File: src/rtl/p23_muldiv_unit.sv
// p23_muldiv_unit
// RV32M/RV64M execute unit. Decodes funct3 of an M-extension instruction and
// runs it on a multiplier (MUL_STAGES cycles) or an iterative restoring
// divider (XLEN iterations). It returns one result per accepted request.
//
// Handshake: a request is accepted on a rising edge where valid_i & ready_o.
// ready_o is high only in IDLE. done_o pulses for one cycle in DONE. While
// done_o is high, result_o and illegal_o are valid. result_o then stays stable
// until the next accept. flush_i aborts any non-IDLE state without a done_o.
//
// Build option: define P23_DIV_EN for the full M extension. Without it
// (Zmmul build), the divider is removed. Any funct3[2]=1 op then completes in
// one cycle with illegal_o=1 and result_o=0.
//
// Ports:
//   clk, resetn         clock (rising edge), async active-low reset
//   valid_i / ready_o   request handshake
//   funct3              M-extension operation select
//   rs1_i, rs2_i        operands, sampled on accept
//   flush_i             synchronous abort of the in-flight op
//   done_o              one-cycle completion pulse
//   result_o            XLEN-bit result
//   illegal_o           op unsupported in this build (qualified by done_o)
//   dbg_state_o         current FSM state
module p23_muldiv_unit #(
  parameter int XLEN       = 32,
  parameter int MUL_STAGES = 1
) (
  input  logic            clk,
  input  logic            resetn,
  input  logic            valid_i,
  output logic            ready_o,
  input  logic [2:0]      funct3,
  input  logic [XLEN-1:0] rs1_i,
  input  logic [XLEN-1:0] rs2_i,
  input  logic            flush_i,
  output logic            done_o,
  output logic [XLEN-1:0] result_o,
  output logic            illegal_o,
  output logic [2:0]      dbg_state_o
);

  localparam int CW = $clog2(XLEN + MUL_STAGES) + 1;

  typedef enum logic [2:0] {
    S_IDLE     = 3'd0,
    S_MUL      = 3'd1,
    S_DIV_INIT = 3'd2,
    S_DIV_ITER = 3'd3,
    S_DIV_FIX  = 3'd4,
    S_DONE     = 3'd5
  } state_t;

  state_t            r_state;
  state_t            w_next;
  logic [1:0]        r_f3;
  logic [XLEN-1:0]   r_a;
  logic [XLEN-1:0]   r_b;
  logic [CW-1:0]     r_cnt;
  logic [XLEN-1:0]   r_result;
  logic              r_illegal;

  logic              w_special;
  logic [XLEN-1:0]   w_spec_result;
  logic              w_spec_illegal;

  // Multiplier: sign-extend both operands to 2*XLEN; the low 2*XLEN bits of
  // the product are exact for every signedness combination.
  logic              w_sign1;
  logic              w_sign2;
  logic [2*XLEN-1:0] w_mul_a;
  logic [2*XLEN-1:0] w_mul_b;
  logic [2*XLEN-1:0] w_prod;
  logic [XLEN-1:0]   w_mul_res;

  assign w_sign1   = r_f3[0] ^ r_f3[1];      // MULH, MULHSU
  assign w_sign2   = (r_f3 == 2'b01);        // MULH only
  assign w_mul_a   = {{XLEN{w_sign1 & r_a[XLEN-1]}}, r_a};
  assign w_mul_b   = {{XLEN{w_sign2 & r_b[XLEN-1]}}, r_b};
  assign w_prod    = w_mul_a * w_mul_b;
  assign w_mul_res = (r_f3 == 2'b00) ? w_prod[XLEN-1:0] : w_prod[2*XLEN-1:XLEN];

`ifdef P23_DIV_EN
  logic [XLEN-1:0] r_rem;
  logic [XLEN-1:0] r_quo;
  logic [XLEN-1:0] r_dvs;
  logic            r_q_neg;
  logic            r_r_neg;
  logic            w_rs2_zero;
  logic            w_ovf;
  logic            w_div_signed;
  logic            w_a_neg;
  logic            w_b_neg;
  logic [XLEN-1:0] w_a_mag;
  logic [XLEN-1:0] w_b_mag;
  logic [XLEN:0]   w_shift;
  logic [XLEN:0]   w_diff;
  logic [XLEN-1:0] w_div_res;

  // Special cases are decided on the live inputs at accept time.
  assign w_rs2_zero     = (rs2_i == '0);
  assign w_ovf          = ~funct3[0] & (rs1_i == {1'b1, {(XLEN-1){1'b0}}}) & (&rs2_i);
  assign w_special      = funct3[2] & (w_rs2_zero | w_ovf);
  assign w_spec_illegal = 1'b0;
  always_comb begin
    w_spec_result = '0;
    if (w_rs2_zero) w_spec_result = funct3[1] ? rs1_i : '1;
    else            w_spec_result = funct3[1] ? '0 : rs1_i;
  end

  assign w_div_signed = ~r_f3[0];            // DIV, REM
  assign w_a_neg      = w_div_signed & r_a[XLEN-1];
  assign w_b_neg      = w_div_signed & r_b[XLEN-1];
  assign w_a_mag      = w_a_neg ? -r_a : r_a;
  assign w_b_mag      = w_b_neg ? -r_b : r_b;

  // One restoring step: shift the next dividend bit into the partial
  // remainder; keep the difference when it does not go negative.
  assign w_shift   = {r_rem, r_quo[XLEN-1]};
  assign w_diff    = w_shift - {1'b0, r_dvs};
  assign w_div_res = r_f3[1] ? (r_r_neg ? -r_rem : r_rem)
                             : (r_q_neg ? -r_quo : r_quo);
`else
  assign w_special      = funct3[2];
  assign w_spec_result  = '0;
  assign w_spec_illegal = 1'b1;
`endif

  always_ff @(posedge clk or negedge resetn) begin
    if (!resetn) r_state <= S_IDLE;
    else         r_state <= w_next;
  end

  always_comb begin
    w_next = r_state;
    case (r_state)
      S_IDLE: begin
        if (valid_i) begin
          if (!funct3[2])     w_next = S_MUL;
          else if (w_special) w_next = S_DONE;
          else                w_next = S_DIV_INIT;
        end
      end
      S_MUL:      if (r_cnt == '0) w_next = S_DONE;
      S_DIV_INIT: w_next = S_DIV_ITER;
      S_DIV_ITER: if (r_cnt == '0) w_next = S_DIV_FIX;
      S_DIV_FIX:  w_next = S_DONE;
      S_DONE:     w_next = S_IDLE;
      default:    w_next = S_IDLE;
    endcase
    if (flush_i && (r_state != S_IDLE)) w_next = S_IDLE;
  end

  always_ff @(posedge clk or negedge resetn) begin
    if (!resetn) begin
      r_f3      <= '0;
      r_a       <= '0;
      r_b       <= '0;
      r_cnt     <= '0;
      r_result  <= '0;
      r_illegal <= 1'b0;
`ifdef P23_DIV_EN
      r_rem     <= '0;
      r_quo     <= '0;
      r_dvs     <= '0;
      r_q_neg   <= 1'b0;
      r_r_neg   <= 1'b0;
`endif
    end else begin
      case (r_state)
        S_IDLE: begin
          if (valid_i) begin
            r_f3  <= funct3[1:0];
            r_a   <= rs1_i;
            r_b   <= rs2_i;
            r_cnt <= CW'(MUL_STAGES - 1);
            if (w_special) begin
              r_result  <= w_spec_result;
              r_illegal <= w_spec_illegal;
            end
          end
        end
        S_MUL: begin
          if (flush_i) r_cnt <= '0;
          else if (r_cnt == '0) begin
            r_result  <= w_mul_res;
            r_illegal <= 1'b0;
          end else r_cnt <= r_cnt - 1'b1;
        end
`ifdef P23_DIV_EN
        S_DIV_INIT: begin
          r_rem   <= '0;
          r_quo   <= w_a_mag;
          r_dvs   <= w_b_mag;
          r_q_neg <= w_a_neg ^ w_b_neg;
          r_r_neg <= w_a_neg;
          r_cnt   <= CW'(XLEN - 1);
        end
        S_DIV_ITER: begin
          if (flush_i) r_cnt <= '0;
          else begin
            r_rem <= w_diff[XLEN] ? w_shift[XLEN-1:0] : w_diff[XLEN-1:0];
            r_quo <= {r_quo[XLEN-2:0], ~w_diff[XLEN]};
            if (r_cnt != '0) r_cnt <= r_cnt - 1'b1;
          end
        end
        S_DIV_FIX: begin
          if (!flush_i) begin
            r_result  <= w_div_res;
            r_illegal <= 1'b0;
          end
        end
`endif
        default: ;
      endcase
    end
  end

  assign ready_o     = (r_state == S_IDLE);
  assign done_o      = (r_state == S_DONE);
  assign result_o    = r_result;
  assign illegal_o   = r_illegal;
  assign dbg_state_o = r_state;

endmodule

File: config.mk
export PLATFORM = sky130hd
export DESIGN_NAME = p23_muldiv_unit
export DESIGN_NICKNAME = d
export VERILOG_FILES = /design/src/rtl/p23_muldiv_unit.sv
export SDC_FILE = /design/constraint.sdc
export NUM_CORES = 2
export LEC_CHECK = 0
export ABC_AREA = 1
export CELL_PAD_IN_SITES_DETAIL_PLACEMENT = 1
export CELL_PAD_IN_SITES_GLOBAL_PLACEMENT = 2
export CORE_UTILIZATION = 43
export CTS_CLUSTER_SIZE = 30
export DETAILED_ROUTE_END_ITERATION = 12
export GPL_TIMING_DRIVEN = 0
export PLACE_DENSITY_LB_ADDON = 0.1
export SLEW_MARGIN = 20
export SYNTH_ARGS = -nofsm -noshare
export SYNTH_HDL_FRONTEND = slang
export SYNTH_SLANG_ARGS = --single-unit
File: constraint.sdc
create_clock -name clk -period 14.67 [get_ports clk]
set_clock_uncertainty 0.2 [all_clocks]
set_input_delay 2.934 -clock clk [delete_from_list [all_inputs] [get_ports clk]]
set_output_delay 2.934 -clock clk [all_outputs]
set_load 0.05 [all_outputs]
; ---- Word level (Yosys, flattened, before mapping)
; Index checks and enable logic that the tools add are counted.
[word_totals]
latch_bits = 0
out_inout_bits = 38
word_cells = 57
rom_bits = 0
regBits = 109
ram_bits = 0
in_bits = 71
n_memories = 0
[classes]
bitwise_logic = 3
n_mux = 21
eq_ne = 14
reduce_logical = 10
order_cmp = 0
multipliers = 1
n_shift = 0
div_mod_pow = 0
add_sub_neg = 1
[op_table]
columns = op, n
row1 = 32-bit two-way mux, 5
row2 = 33-bit by 33-bit multiplier with 64-bit output, 1
row3 = 32-bit one-hot mux with 2 select lines, 1
row4 = 7-bit two-way mux, 3
row5 = 3-bit two-way mux, 5
row6 = 3-bit one-hot mux with 5 select lines, 1
row7 = 7-bit one-hot mux with 2 select lines, 1
row8 = "3-bit inequality test, second input constant", 3
row9 = 7-bit zero test, 1
row10 = "7-bit by 1-bit subtractor with 7-bit output, second input constant", 1
row11 = "3-bit by 2-bit equality test with 1-bit output, second input constant", 2
row12 = "3-bit equality test, second input constant", 2
row13 = "2-bit inequality test, second input constant", 3
row14 = 3-bit AND reduction, 2
row15 = 5-bit AND reduction, 1
row16 = 1-bit two-way mux, 4
row17 = "3-bit by 1-bit equality test with 1-bit output, second input constant", 1
row18 = 3-bit zero test, 1
row19 = "3-bit by 2-bit inequality test with 1-bit output, second input constant", 1
row20 = 3-bit nonzero test, 1
row21 = 1-bit AND, 2
row22 = "2-bit by 1-bit equality test with 1-bit output, second input constant", 1
row23 = 2-bit zero test, 1
row24 = "2-bit by 1-bit inequality test with 1-bit output, second input constant", 1
row25 = 5 further kinds, 5

; ---- Logic depth before layout (Yosys ltp)
[logic_depth]
depth_word = 7
ltp_mapped = 35

; ---- Least setup slack after synthesis
; OpenSTA, ideal clock, no wires.
[synth_timing]
kind = reg-to-reg
startpoint = register r_f3[0]
endpoint = register r_result[29], in the netlist result_o[29]
required_time_ps = 14352
period_less_slack_ps = 7789
path_stages_with_launch = 34
arrival_ps = 7472
setup_time_ps = 118
setup_slack_ps = 6881
cell_sequence = dfrtp_1 inv_1 ha_1 nand2_4 inv_4 clkbuf_1 nand2_1 inv_1 fa_1 inv_1 fa_1 inv_1 fa_1 inv_1 fa_1 fa_1 inv_1 fa_1 inv_1 fa_1 fa_1 inv_1 ha_1 nand2_1 nor2_1 inv_1 nor2_1 nand2_1 nor3_1 nand2_1 nand4_1 nand3_1 nand2_1 nand2_1
[synth_via]
elab_chain_cells = 7
word_cells_on_any_way = 10
classes_between = mul: 1 / eq/ne: 1 / mux: 4 / bitwise: 3 / reduce/logical: 1
[synth_rtl]
columns = element, line_no
row1 = from (decl), 56  ; logic [1:0] r_f3;
row2 = from (signal assigned), 173  ; r_f3 <= funct3[1:0];
row3 = 2-bit by 1-bit equality test with 1-bit output / 1-bit bitwise XOR (equally long branches), "77, 76"
row4 = 1-bit AND (on tied branches), "79, 78"
row5 = 33-bit by 33-bit multiplier with 64-bit output, 80  ; assign w_prod = w_mul_a * w_mul_b;
row6 = 32-bit two-way mux (*), 81  ; assign w_mul_res = (r_f3 == 2'b00) ? w_prod[XLEN-1:0] : w_prod[2*XLEN-1:XLEN];
row7 = 32-bit two-way mux (*), 185  ; else if (r_cnt == '0) begin
row8 = 32-bit two-way mux (*), 184  ; if (flush_i) r_cnt <= '0;
row9 = 32-bit one-hot mux with 2 select lines (*), 170  ; case (r_state)
row10 = to (signal assigned), 178  ; r_result <= w_spec_result;
row11 = to (signal assigned), 186  ; r_result <= w_mul_res;
row12 = to (decl), 60  ; logic [XLEN-1:0] r_result;
; Every way passes the cells marked *; elsewhere a longest branch is shown, timed or not. The select of a mux whose other input is x is not followed.
; A chain may end at the register's enable or synchronous reset.

; ---- Worst setup path after layout
; Same ends and word-level chain as after synthesis.

==> flow_summary.toml <==
[clocking]
cts_made_buffers = 9
cts-hold-fix-buffers = 0
insertion_delay_ns = 0.47
clkTransAtPathRegs_ns = 0.11
cts_tree = "built"
clockBufferDepth = 2
cts_max_level = 3
cts_resized = 0
cts_setup_buffers = 0
clock_tree.root_cell = "clkbuf_16"
cts_sinks = 109

[sta]
setup_viol = 0
hold_ws_ns = 0.291
grt_setup_unrepaired = "no"
finalCritPeriodShare = 0.701
worst_slew_pin_slew_ns = 1.32
min_period_ns = 10.29
hold_viol = 0
slew_violations = 0
timing.fmax_ghz = 0.0972
relSlewSlack = 0.120
setup-tns-final_ns = 0

[placed_design]
io_buffers = 108
finalWeightedCongestion = 0.967
dpl.hpwl_um = 168000
place_inst = 7142

[floorplanning]
initial_core_util = 0.437
placementRows = 117
pin_count = 109
die-area_mm2 = 0.105
core_area_mm2 = 0.102
dieHeight_um = 324
die_width_um = 324

[routing]
firstDrtPassIters = 6
vias = 37800
wl_per_cell_um = 27.0
avgViaCountPerCell = 5.27
antenna_left = 0
drtIter0Drc = 2866
routed_wl_um = 193000
drc = 0

[yosys]
synth-seq-cells = 109
synth_cells = 5664
synth-edff-count = 0
ys_warn_count = 0
ys_types = 47
async_flop_share = 1.00
syn_area_mm2 = 0.0447
ys.flop_type = "dfrtp_1"
synth_nets = 7076
seq_area_frac_synth = 0.0610
synth_area_per_cell_um2 = 7.89

[global_routing]
grt-ovfl-total = 0
grt_max_degree = 81
antenna_found_initial = 13
grt_pass1_wl_um = 284000
grt.total_usage = 0.379
grt_pass1_vias = 41600

[setup_path]
crit_path_frequent_cell = "inv_1"
max_stage_delay_ns = 1.02
cpMaxStageDelayCell = "fa_1"
end_kind = "register"
path_max_fanout = 10
start_kind = "register"
crit_arrival_ns = 10.41
crit_type = "register to register"
required_ns = 14.79
r2r_slack_ns = 4.38

[cells_and_area]
drive_above_1_share = 0.0187
fin_cells = 7164
syn_to_final_growth_pct = 7.16
num-nets-final = 7197

[outcome]
outcome = "completed"

[flow_run]
drv_cap = 0

[min_path]
hp-class = "register to register"
-- layer usage --
layer / part of all wire / GRT usage
met3: 0.085 / 0.0798
met1: 0.40 / 0.492
met4: 0.055 / 0.177
met5: 0.00042 / 0
met2: 0.46 / 0.605
-- worst max-delay path: cells and delay by family, from the launching register on --
kind / cells / cell delay, ns
adders and majority gates: 10 / 5.42
buffers and inverters: 11 / 2.27
and+or+nand+nor: 12 / 1.84
DFF: 1 / 0.37
-- registers in the layout, summed over array words and instances (netlist names) --
register,count
result_o,32
illegal_o,1
r_a,32
r_f3,2
dbg_state_o,3
r_cnt,7
r_b,32
-- cells in the mapped netlist, types with 2 or more instances --
library cell  count  area, um^2
a211oi_1          2        15.0
a21oi_1         111         556
a21oi_2           2        17.5
a31oi_1           2        12.5
and3_1            3        18.8
buf_1             3        11.3
buf_2            13        65.1
buf_4             5        37.5
clkbuf_1        266         998
dfrtp_1         109        2730
fa_1           1125       22500
ha_1            216        2700
inv_1          1660        6230
inv_2             6        22.5
nand2_1        1628        6110
nand2_2           8        50.1
nand3_1         115         576
nand3_2           8        80.1
nand3b_1          4        30.0
nand4_1          28         175
nor2_1          167         627
nor2_2            9        56.3
nor2_4            2        22.5
nor3_1           14        70.1
nor4_1            4        25.0
o21a_1            5        37.5
o21ai_0          91         455
o21ai_1          11        55.1
o21bai_1         17         128
or2_2             9        56.3
xnor2_1           4        35.0
xor2_1            2        17.5
-- placed cells by master, fill, tap and decap left out, types with 91 or more instances in the layout --
cell and n:
ha_1 216, o21ai_0 91, fa_1 1124, clkbuf_1 247, nand3_1 115, a21oi_1 111
nor2_1 167, dfrtp_1 109, nand2_1 1628, clkdlybuf4s50_1 107, inv_1 1660
-- path summary, 6_finish.rpt --
path | end | startpoint | cells past startpoint
max | result_o[29] | r_f3[0] | 33
min | result_o[8] | result_o[8] | 2
max reg2reg | result_o[29] | r_f3[0] | 33
min reg2reg | result_o[8] | result_o[8] | 2
max in group asynchronous | result_o[11] | resetn | 2
min in group asynchronous | r_a[17] | resetn | 1
-- layout make-up --
cell class                      instances  area [um^2]
Antenna cell                            6         15.0
Buffer                                288         1150
Clock buffer                            9          225
Clock inverter                          7         86.3
Fill cell                           12600        54400
Inverter                             1668         6260
Multi-Input combinational cell       3599        34600
Sequential cell                       109         2730
Tap cell                             1368         1710
Timing Repair Buffer                  110         1130
-- kinds of logic (layout without fill, tap and decap cells) --
logic type	Yosys count	in the layout	share of synthesized area
simple gates	2007	2007	0.178
buf+inv	1956	2082	0.165
fa+ha+maj	1341	1341	0.565
compound gates	245	245	0.0296
flops	109	109	0.0610
xor+xnor	6	6	0.00118
other cells	0	6	0
-- stage by stage --
step	cell area, um^2	util	setup slack (ns)
6_report	47900	0.468	4.38
5_1_grt	47900	0.468	3.99
4_1_cts	47900	0.468	4.48
3_5_place_dp	47500	0.465	4.53
3_3_place_gp	47500	0.464	4.58
2_1_floorplan	44700	-	6.88
Power is not shown: default switching activity piles up to over one toggle a cycle in this logic, so the estimate is an artifact.
